<file path="src/rtl/pipe_adder_pkg.sv">
// pipe_adder_pkg
// Shared definitions for the pipelined adder/subtractor:
//   chunk_width()   - carry-chain chunk width handled by one stage (WIDTH/STAGES)
//   width_ok()      - configuration legality, checked at elaboration by the top
//   stage_flags_t   - per-stage control/status register fields
// The partial sum and the skewed a/b operands are WIDTH-dependent, so the
// stage module declares those vectors next to this struct.
package pipe_adder_pkg;

    function automatic int chunk_width(input int width, input int stages);
        return width / stages;
    endfunction

    function automatic bit width_ok(input int width, input int stages);
        return (stages > 0) && (width > 0) && ((width % stages) == 0);
    endfunction

    // valid : stage holds a live transaction
    // carry : carry out of the chunk this stage added (carry-in of the next)
    // a_msb : sign of operand a, kept for the overflow decision at the end
    // b_msb : sign of the effective (possibly inverted) operand b
    typedef struct packed {
        logic valid;
        logic carry;
        logic a_msb;
        logic b_msb;
    } stage_flags_t;

endpackage

</file>
<file path="src/rtl/param_pipeline_adder_if.sv">
// pipe_adder_if
// Bundles the input and output handshakes of param_pipeline_adder.
//   in_valid/in_ready/in_a/in_b/in_cin/in_sub : input transaction
//   flush                                     : synchronous pipeline clear
//   out_valid/out_ready/out_sum/out_cout/out_ovf : result transaction
// Handshake: a transfer happens on a rising clk edge where valid && ready.
// The producer keeps valid and data steady until the transfer; ready may
// depend combinationally on the consumer's ready but never on valid.
// master: the side that supplies operands and consumes results.
// slave : the adder.
interface pipe_adder_if #(
    parameter int WIDTH = 32
) ();
    logic             in_valid;
    logic             in_ready;
    logic [WIDTH-1:0] in_a;
    logic [WIDTH-1:0] in_b;
    logic             in_cin;
    logic             in_sub;
    logic             flush;
    logic             out_valid;
    logic             out_ready;
    logic [WIDTH-1:0] out_sum;
    logic             out_cout;
    logic             out_ovf;

    modport master (
        output in_valid, in_a, in_b, in_cin, in_sub, flush, out_ready,
        input  in_ready, out_valid, out_sum, out_cout, out_ovf
    );

    modport slave (
        input  in_valid, in_a, in_b, in_cin, in_sub, flush, out_ready,
        output in_ready, out_valid, out_sum, out_cout, out_ovf
    );
endinterface

</file>
<file path="src/rtl/pipe_adder_stage.sv">
// pipe_adder_stage
// One register stage of the pipelined adder. Stage K adds chunk K-1
// (bits [K*CW-1:(K-1)*CW]) of the skewed operands plus the incoming carry,
// merges that chunk into the partial sum and registers everything.
// Ports:
//   clk, rst    - clock, asynchronous active-high reset
//   flush       - clears the valid bit at the next edge
//   ready_next  - ready of the following stage (out_ready for the last one)
//   ready       - this stage can load this cycle
//   flags_in, sum_in, a_in, b_in - contents of the previous stage
//   flags_q, sum_q, a_q, b_q     - registered contents of this stage
module pipe_adder_stage
    import pipe_adder_pkg::*;
#(
    parameter int WIDTH  = 32,
    parameter int STAGES = 4,
    parameter int K      = 1
) (
    input  logic             clk,
    input  logic             rst,
    input  logic             flush,
    input  logic             ready_next,
    output logic             ready,
    input  stage_flags_t     flags_in,
    input  logic [WIDTH-1:0] sum_in,
    input  logic [WIDTH-1:0] a_in,
    input  logic [WIDTH-1:0] b_in,
    output stage_flags_t     flags_q,
    output logic [WIDTH-1:0] sum_q,
    output logic [WIDTH-1:0] a_q,
    output logic [WIDTH-1:0] b_q
);
    localparam int CW = chunk_width(WIDTH, STAGES);
    localparam int LO = (K - 1) * CW;

    logic [CW:0]      chunk;
    logic [WIDTH-1:0] sum_d;
    stage_flags_t     flags_d;

    // An empty stage always accepts, so bubbles are squeezed out even
    // while a later stage is stalled.
    assign ready = ready_next || !flags_q.valid;

    always_comb begin
        chunk         = {1'b0, a_in[LO +: CW]} + {1'b0, b_in[LO +: CW]}
                      + {{CW{1'b0}}, flags_in.carry};
        sum_d         = sum_in;
        sum_d[LO +: CW] = chunk[CW-1:0];
        flags_d       = flags_in;
        flags_d.carry = chunk[CW];
    end

    always_ff @(posedge clk or posedge rst) begin
        if (rst) begin
            flags_q <= '0;
            sum_q   <= '0;
            a_q     <= '0;
            b_q     <= '0;
        end else begin
            if (ready) begin
                flags_q <= flags_d;
                sum_q   <= sum_d;
                a_q     <= a_in;
                b_q     <= b_in;
            end
            // Data may load during a flush; only the valid bit matters.
            if (flush) begin
                flags_q.valid <= 1'b0;
            end
        end
    end
endmodule

</file>
<file path="src/rtl/param_pipeline_adder.sv">
// param_pipeline_adder
// Stallable pipelined adder/subtractor. A WIDTH-bit add is split into
// STAGES carry-chained chunks, one per register stage; the last stage is
// the output register. Operands travel unmodified (skewed) alongside the
// growing partial sum until their chunk is reached.
// Ports:
//   clk  - rising-edge clock
//   rst  - asynchronous active-high reset
//   bus  - pipe_adder_if slave: in_* handshake, flush, out_* handshake
module param_pipeline_adder
    import pipe_adder_pkg::*;
#(
    parameter int WIDTH  = 32,
    parameter int STAGES = 4
) (
    input  logic        clk,
    input  logic        rst,
    pipe_adder_if.slave bus
);
    if (!width_ok(WIDTH, STAGES)) begin : g_bad_cfg
        $error("param_pipeline_adder: WIDTH must be a positive multiple of STAGES");
    end

    // Index 0 is the operand side; index STAGES is the output register.
    stage_flags_t     flags [0:STAGES];
    logic [WIDTH-1:0] sum_w [0:STAGES];
    logic [WIDTH-1:0] a_w   [0:STAGES];
    logic [WIDTH-1:0] b_w   [0:STAGES];
    logic             ready_w [1:STAGES+1];
    logic [WIDTH-1:0] b_eff;
    logic             cin_eff;
    logic             unused_tail;

    // Subtraction is a + ~b + 1; in_cin is ignored then.
    assign b_eff   = bus.in_sub ? ~bus.in_b : bus.in_b;
    assign cin_eff = bus.in_sub ? 1'b1 : bus.in_cin;

    assign ready_w[STAGES+1] = bus.out_ready;
    assign bus.in_ready      = ready_w[1] && !bus.flush;

    assign flags[0] = '{valid: bus.in_valid && bus.in_ready,
                        carry: cin_eff,
                        a_msb: bus.in_a[WIDTH-1],
                        b_msb: b_eff[WIDTH-1]};
    assign sum_w[0] = '0;
    assign a_w[0]   = bus.in_a;
    assign b_w[0]   = b_eff;

    for (genvar k = 1; k <= STAGES; k++) begin : g_stage
        pipe_adder_stage #(
            .WIDTH (WIDTH),
            .STAGES(STAGES),
            .K     (k)
        ) u_stage (
            .clk       (clk),
            .rst       (rst),
            .flush     (bus.flush),
            .ready_next(ready_w[k+1]),
            .ready     (ready_w[k]),
            .flags_in  (flags[k-1]),
            .sum_in    (sum_w[k-1]),
            .a_in      (a_w[k-1]),
            .b_in      (b_w[k-1]),
            .flags_q   (flags[k]),
            .sum_q     (sum_w[k]),
            .a_q       (a_w[k]),
            .b_q       (b_w[k])
        );
    end

    assign bus.out_valid = flags[STAGES].valid;
    assign bus.out_sum   = sum_w[STAGES];
    assign bus.out_cout  = flags[STAGES].carry;
    // Signed overflow: same-signed operands giving a result of the other sign.
    assign bus.out_ovf   = (flags[STAGES].a_msb == flags[STAGES].b_msb)
                        && (sum_w[STAGES][WIDTH-1] != flags[STAGES].a_msb);

    // The fully consumed operands leaving the last stage are not needed.
    assign unused_tail = ^{a_w[STAGES], b_w[STAGES]};
endmodule

</file>
<file path="src/flat_wrapper.sv">
// flat-port wrapper written by rule: the top's interface ports become plain ports
module param_pipeline_adder_flat import pipe_adder_pkg::*;
#(
    parameter int WIDTH  = 32,
    parameter int STAGES = 4
)
  (clk, rst, bus_in_valid, bus_in_a, bus_in_b, bus_in_cin, bus_in_sub, bus_flush, bus_out_ready, bus_in_ready, bus_out_valid, bus_out_sum, bus_out_cout, bus_out_ovf);
  pipe_adder_if #(.WIDTH(WIDTH)) bus_i ();
  input  logic clk;
  input  logic rst;
  input wire logic [$bits(bus_i.in_valid)-1:0] bus_in_valid;
  input wire logic [$bits(bus_i.in_a)-1:0] bus_in_a;
  input wire logic [$bits(bus_i.in_b)-1:0] bus_in_b;
  input wire logic [$bits(bus_i.in_cin)-1:0] bus_in_cin;
  input wire logic [$bits(bus_i.in_sub)-1:0] bus_in_sub;
  input wire logic [$bits(bus_i.flush)-1:0] bus_flush;
  input wire logic [$bits(bus_i.out_ready)-1:0] bus_out_ready;
  output wire logic [$bits(bus_i.in_ready)-1:0] bus_in_ready;
  output wire logic [$bits(bus_i.out_valid)-1:0] bus_out_valid;
  output wire logic [$bits(bus_i.out_sum)-1:0] bus_out_sum;
  output wire logic [$bits(bus_i.out_cout)-1:0] bus_out_cout;
  output wire logic [$bits(bus_i.out_ovf)-1:0] bus_out_ovf;
  assign bus_i.in_valid = bus_in_valid;
  assign bus_i.in_a = bus_in_a;
  assign bus_i.in_b = bus_in_b;
  assign bus_i.in_cin = bus_in_cin;
  assign bus_i.in_sub = bus_in_sub;
  assign bus_i.flush = bus_flush;
  assign bus_i.out_ready = bus_out_ready;
  assign bus_in_ready = bus_i.in_ready;
  assign bus_out_valid = bus_i.out_valid;
  assign bus_out_sum = bus_i.out_sum;
  assign bus_out_cout = bus_i.out_cout;
  assign bus_out_ovf = bus_i.out_ovf;
  param_pipeline_adder #(.WIDTH(WIDTH), .STAGES(STAGES)) u_core (.clk(clk), .rst(rst), .bus(bus_i));
endmodule
</file>
<file path="config.mk">
export PLATFORM = sky130hd
export DESIGN_NAME = param_pipeline_adder_flat
export DESIGN_NICKNAME = d
export VERILOG_FILES = /design/src/rtl/pipe_adder_pkg.sv /design/src/rtl/param_pipeline_adder_if.sv /design/src/rtl/pipe_adder_stage.sv /design/src/rtl/param_pipeline_adder.sv /design/src/flat_wrapper.sv
export SDC_FILE = /design/constraint.sdc
export NUM_CORES = 1
export LEC_CHECK = 0
export CAP_MARGIN = 30
export CORE_ASPECT_RATIO = 1.4
export CORE_MARGIN = 3
export CORE_UTILIZATION = 56
export DETAILED_ROUTE_END_ITERATION = 10
export PLACE_DENSITY = 0.85
export SLEW_MARGIN = 20
export SYNTH_ARGS = -nofsm -noshare
export SYNTH_HDL_FRONTEND = slang
export SYNTH_SLANG_ARGS = --single-unit
</file>
<file path="constraint.sdc">
create_clock -name clk -period 7.85 [get_ports clk]
set_input_delay 1.57 -clock clk [delete_from_list [all_inputs] [get_ports clk]]
set_output_delay 1.57 -clock clk [all_outputs]
set_load 0.05 [all_outputs]
</file>
==> tab_implementation.tex <==
\begin{tabular}{lr}
\hline
Metric & Value \\
\hline
\multicolumn{2}{l}{\textbf{Outcome}} \\
\quad Status & completed \\
\multicolumn{2}{l}{\textbf{Clock network}} \\
\quad Number of gates resized after CTS & 0 \\
\quad Total setup buffers inserted after CTS & 0 \\
\quad Maximum clock path buffer count & 2 \\
\quad Hold\_buf cts & 0 \\
\quad Cell at the root of the clock tree & clkbuf\_16 \\
\quad Total number of clock tree sinks & 186 \\
\quad CTS clk-pin slew, worst paths & 70 ps \\
\quad Num CTS Buffers & 17 \\
\quad Clock H-tree levels & 4 \\
\quad TritonCTS clock tree & built \\
\quad Skew-Pair Late Insertion Delay & 440 ps \\
\multicolumn{2}{l}{\textbf{Floorplanning}} \\
\quad Core Box Area & around 15000 um2 \\
\quad Die Area & about 17000 um2 \\
\quad Effective utilization at floorplan & 0.580 \\
\quad Ports & roughly 110 \\
\quad Rows & 52 \\
\quad Die Y & 152 um \\
\quad Overall die width & roughly 110 um \\
\multicolumn{2}{l}{\textbf{Synth}} \\
\quad Mean area per synthesized cell & roughly 10 um2 \\
\quad Number of distinct library cell variants in the gate-level netlist after synthesis & 35 \\
\quad Yosys Warn Count & 0 \\
\quad Post-Syn Nets & approximately 970 \\
\quad Synthesized instance count & between 800 and 900 \\
\quad Number of synthesized register bits & 186 \\
\quad Primary FF master, synth & dfrtp\_1 \\
\quad Async SR Flop Fraction & 1.00 \\
\quad EDFF count, synth & 0 \\
\quad Area of the mapped netlist & 8500 um2 \\
\quad Share of synthesized area occupied by flip-flops and latches & 0.548 \\
\multicolumn{2}{l}{\textbf{Global routing}} \\
\quad Vias in the first global route & between 6000 and 7000 \\
\quad Tot GR Track Use & 0.225 \\
\quad Total global routing overflow & 0 \\
\quad First-pass GRT wire length & approximately 30000 um \\
\quad Number of antenna violations at the first check in global routing & 0 \\
\quad Maximum number of pins on one net before global-route repair & between 80 and 90 \\
\multicolumn{2}{l}{\textbf{Final layout}} \\
\quad Post-route cell area & around 10000 um2 \\
\quad Leading cell type in the layout, fill and taps excluded & nand2\_1 \\
\quad Layout Cells excl Fill & between 1000 and 1500 \\
\quad Area delta synth->final & 21.4\% \\
\quad Final standard cell utilization of the core & 0.704 \\
\quad Count of inserted antenna diode cells & 0 \\
\quad Fraction of final layout cells with drive strength greater than 1 & 0.0964 \\
\quad Net count of the finished layout & approximately 1100 \\
\quad Most used cells in the layout excluding fill and tap cells & 357 x nand2\_1, 186 x dfrtp\_1, 105 x clkdlybuf4s50\_1 \\
\multicolumn{2}{l}{\textbf{STA}} \\
\quad Clock skew after layout & around 12 ps \\
\quad Final setup fails & 0 \\
\quad Worst hold margin & between 400 and 500 ps \\
\quad Number of max-slew violations in the final report & 0 \\
\quad Highest attainable clock frequency & approximately 170 MHz \\
\quad Worst-case setup margin in the final layout & approximately 2000 ps \\
\quad Final Hold Fails & 0 \\
\quad Actual transition at the worst max-transition pin & 903 ps \\
\quad Slew HR & 0.398 \\
\quad Final worst-path cycle share & 0.744 \\
\quad Setup repair after global routing missed its margin & no \\
\quad Accumulated negative setup slack & 0 ps \\
\quad Final period demand of the worst path & just under 6000 ps \\
\multicolumn{2}{l}{\textbf{Worst setup path}} \\
\quad Flop-to-flop setup slack & roughly 4800 ps \\
\quad Worst Setup Path Type & primary input to output port \\
\quad Slowest-stage cell, CP & clkdlybuf4s50\_1 \\
\quad Critical path's top delay family & buffers and inverters \\
\quad Crit-path cells & clkdlybuf4s50\_1 > nor2b\_4 > buf\_4 > and3\_2 > buf\_4 > and2\_4 > nor2\_1 > clkdlybuf4s50\_1 \\
\quad Data arrival, critical path & 4270 ps \\
\quad Worst path required time & between 6000 and 7000 ps \\
\quad Maximum single-stage delay on the critical path & 710 ps \\
\quad Top fanout value on the critical path & 55 \\
\quad Type of element capturing the critical path & output port \\
\quad Crit path buf inv count & 4 \\
\quad Worst setup SP type & primary input \\
\multicolumn{2}{l}{\textbf{Power and ir drop}} \\
\quad Post-layout total power & approximately 2.8 mW \\
\quad Largest vdd supply drop & 0.131 mV \\
\quad Cell-internal power & between 1.5 and 2 mW \\
\quad P\_sw & around 0.86 mW \\
\quad Pwr per Cell Area & roughly 270 nW/um2 \\
\quad Power share of the sequential group & 0.437 \\
\quad Sw Share & 0.307 \\
\quad Leakage power of the design & $\sim$4.7 nW \\
\quad Clk pwr share & 0.330 \\
\quad Comb pwr share & 0.233 \\
\multicolumn{2}{l}{\textbf{Detailed routing}} \\
\quad Average wire per standard cell & between 10 and 15 um \\
\quad Post-detailed-route count of antenna-violating nets & 0 \\
\quad Total Routed Length & about 17000 um \\
\quad Post-detailed-route via-to-cell ratio & 5.33 \\
\quad Drt pass-1 iters & 7 \\
\quad DRC errors left & 0 \\
\quad Vias & $\sim$6200 \\
\quad Initial drt markers & approximately 400 \\
\multicolumn{2}{l}{\textbf{Place}} \\
\quad Cell Area, Placed & 9670 um2 \\
\quad Minimum setup slack after placement & 2020 ps \\
\quad Placed wire-length estimate & 11300 um \\
\quad RD Place Congestion & around 0.86 \\
\quad Number of port buffers & between 100 and 150 \\
\quad Post-placement cell count & 1132 \\
\multicolumn{2}{l}{\textbf{Worst hold path}} \\
\quad Type of the worst min-delay path & flip-flop to flip-flop \\
\multicolumn{2}{l}{\textbf{Run}} \\
\quad Max Cap Viol & 0 \\
\hline
\end{tabular}
## synthesized netlist by cell type, types with 2 or more instances
cell,count,area (um2)
a211oi_1,9,67.6
a21o_1,5,37.5
a21oi_1,17,85.1
a31oi_1,4,25.0
buf_2,15,75.1
buf_4,2,15.0
buf_6,9,101
clkbuf_1,13,48.8
dfrtp_1,186,4650
fa_1,8,160
ha_1,28,350
inv_1,9,33.8
mux2_2,28,315
nand2_1,357,1340
nand2b_1,4,25.0
nor2_1,27,101
nor2b_1,3,18.8
nor3_1,3,15.0
o211ai_1,4,30.0
o21a_1,6,45.0
o21ai_0,40,200
o21ai_1,7,35.0
o21ai_2,20,175
o31a_1,2,17.5
o31ai_1,6,45.0
xnor2_1,28,245
xor2_1,19,166
## worst register-to-register path: stages (launching register included)
cell     delay (ps)
dfrtp_1         340
nor2b_4         130
buf_4           420
and3_2          260
buf_4           460
and2_4          250
buf_4           680
mux2i_1         290
o21ai_1          80
## power by group through the flow
| stage | registers (mW) | logic, mW | clock network (mW) |
|---|---|---|---|
| final | 1.23 | 0.653 | 0.924 |
| after global routing | 1.24 | 0.711 | 0.977 |
| after CTS | 1.23 | 0.660 | 0.933 |
| after detailed placement | 1.24 | 0.651 | 0 |
| after global placement | 1.23 | 0.628 | 0 |
| after floorplan | 1.39 | 0.268 | 0 |
## state kept, by name, summed over array words and instances, names as in the netlist
signal,cells
u_core.g_stage.u_stage.b_q,45
u_core.g_stage.u_stage.flags_q,16
u_core.g_stage.u_stage.a_q,45
u_core.g_stage.u_stage.sum_q,80
## worst paths after layout
kind	from	end	depth (start not counted)
worst max register to register	u_core.g_stage[4].u_stage.flags_q[3]	u_core.g_stage[1].u_stage.flags_q[2]	8
worst min-delay path	u_core.g_stage[3].u_stage.sum_q[15]	u_core.g_stage[3].u_stage.sum_q[15]	2
min in group asynchronous	rst	u_core.g_stage[4].u_stage.sum_q[13]	2
max in group asynchronous	rst	u_core.g_stage[2].u_stage.sum_q[6]	4
worst min register to register	u_core.g_stage[3].u_stage.sum_q[15]	u_core.g_stage[3].u_stage.sum_q[15]	2
worst max-delay path	bus_out_ready	bus_in_ready	8
## final cells by class
type                       instances  area [um2]
sequential                       186        4650
fill                             993        4330
multi-input combinational        633        3570
timing repair buffer             115        1170
clock buffer                      20         457
tap                              189         236
clock inverter                    12         186
inverter                           9        38.8
## routing by layer
metal | vias to the layer above | GRT usage | wire length [um]
met2 | 183 | 0.364 | 8580
li1 | 3008 | - | -
met4 | 0 | 0.0863 | 472
met5 | - | 0 | 0
met3 | 38 | 0.0500 | 843
met1 | 2974 | 0.297 | 7340
## cell families after synthesis
| family | share of synthesized area |
|---|---|
| AOI/OAI and AO/OA | 0.0909 |
| xor gates and xnor gates | 0.0485 |
| adders and majority gates | 0.0601 |
| buffers and inverters | 0.0323 |
| DFF | 0.548 |
| muxes | 0.0383 |
| and+or+nand+nor | 0.182 |
Power figures use the tool's default switching activity.
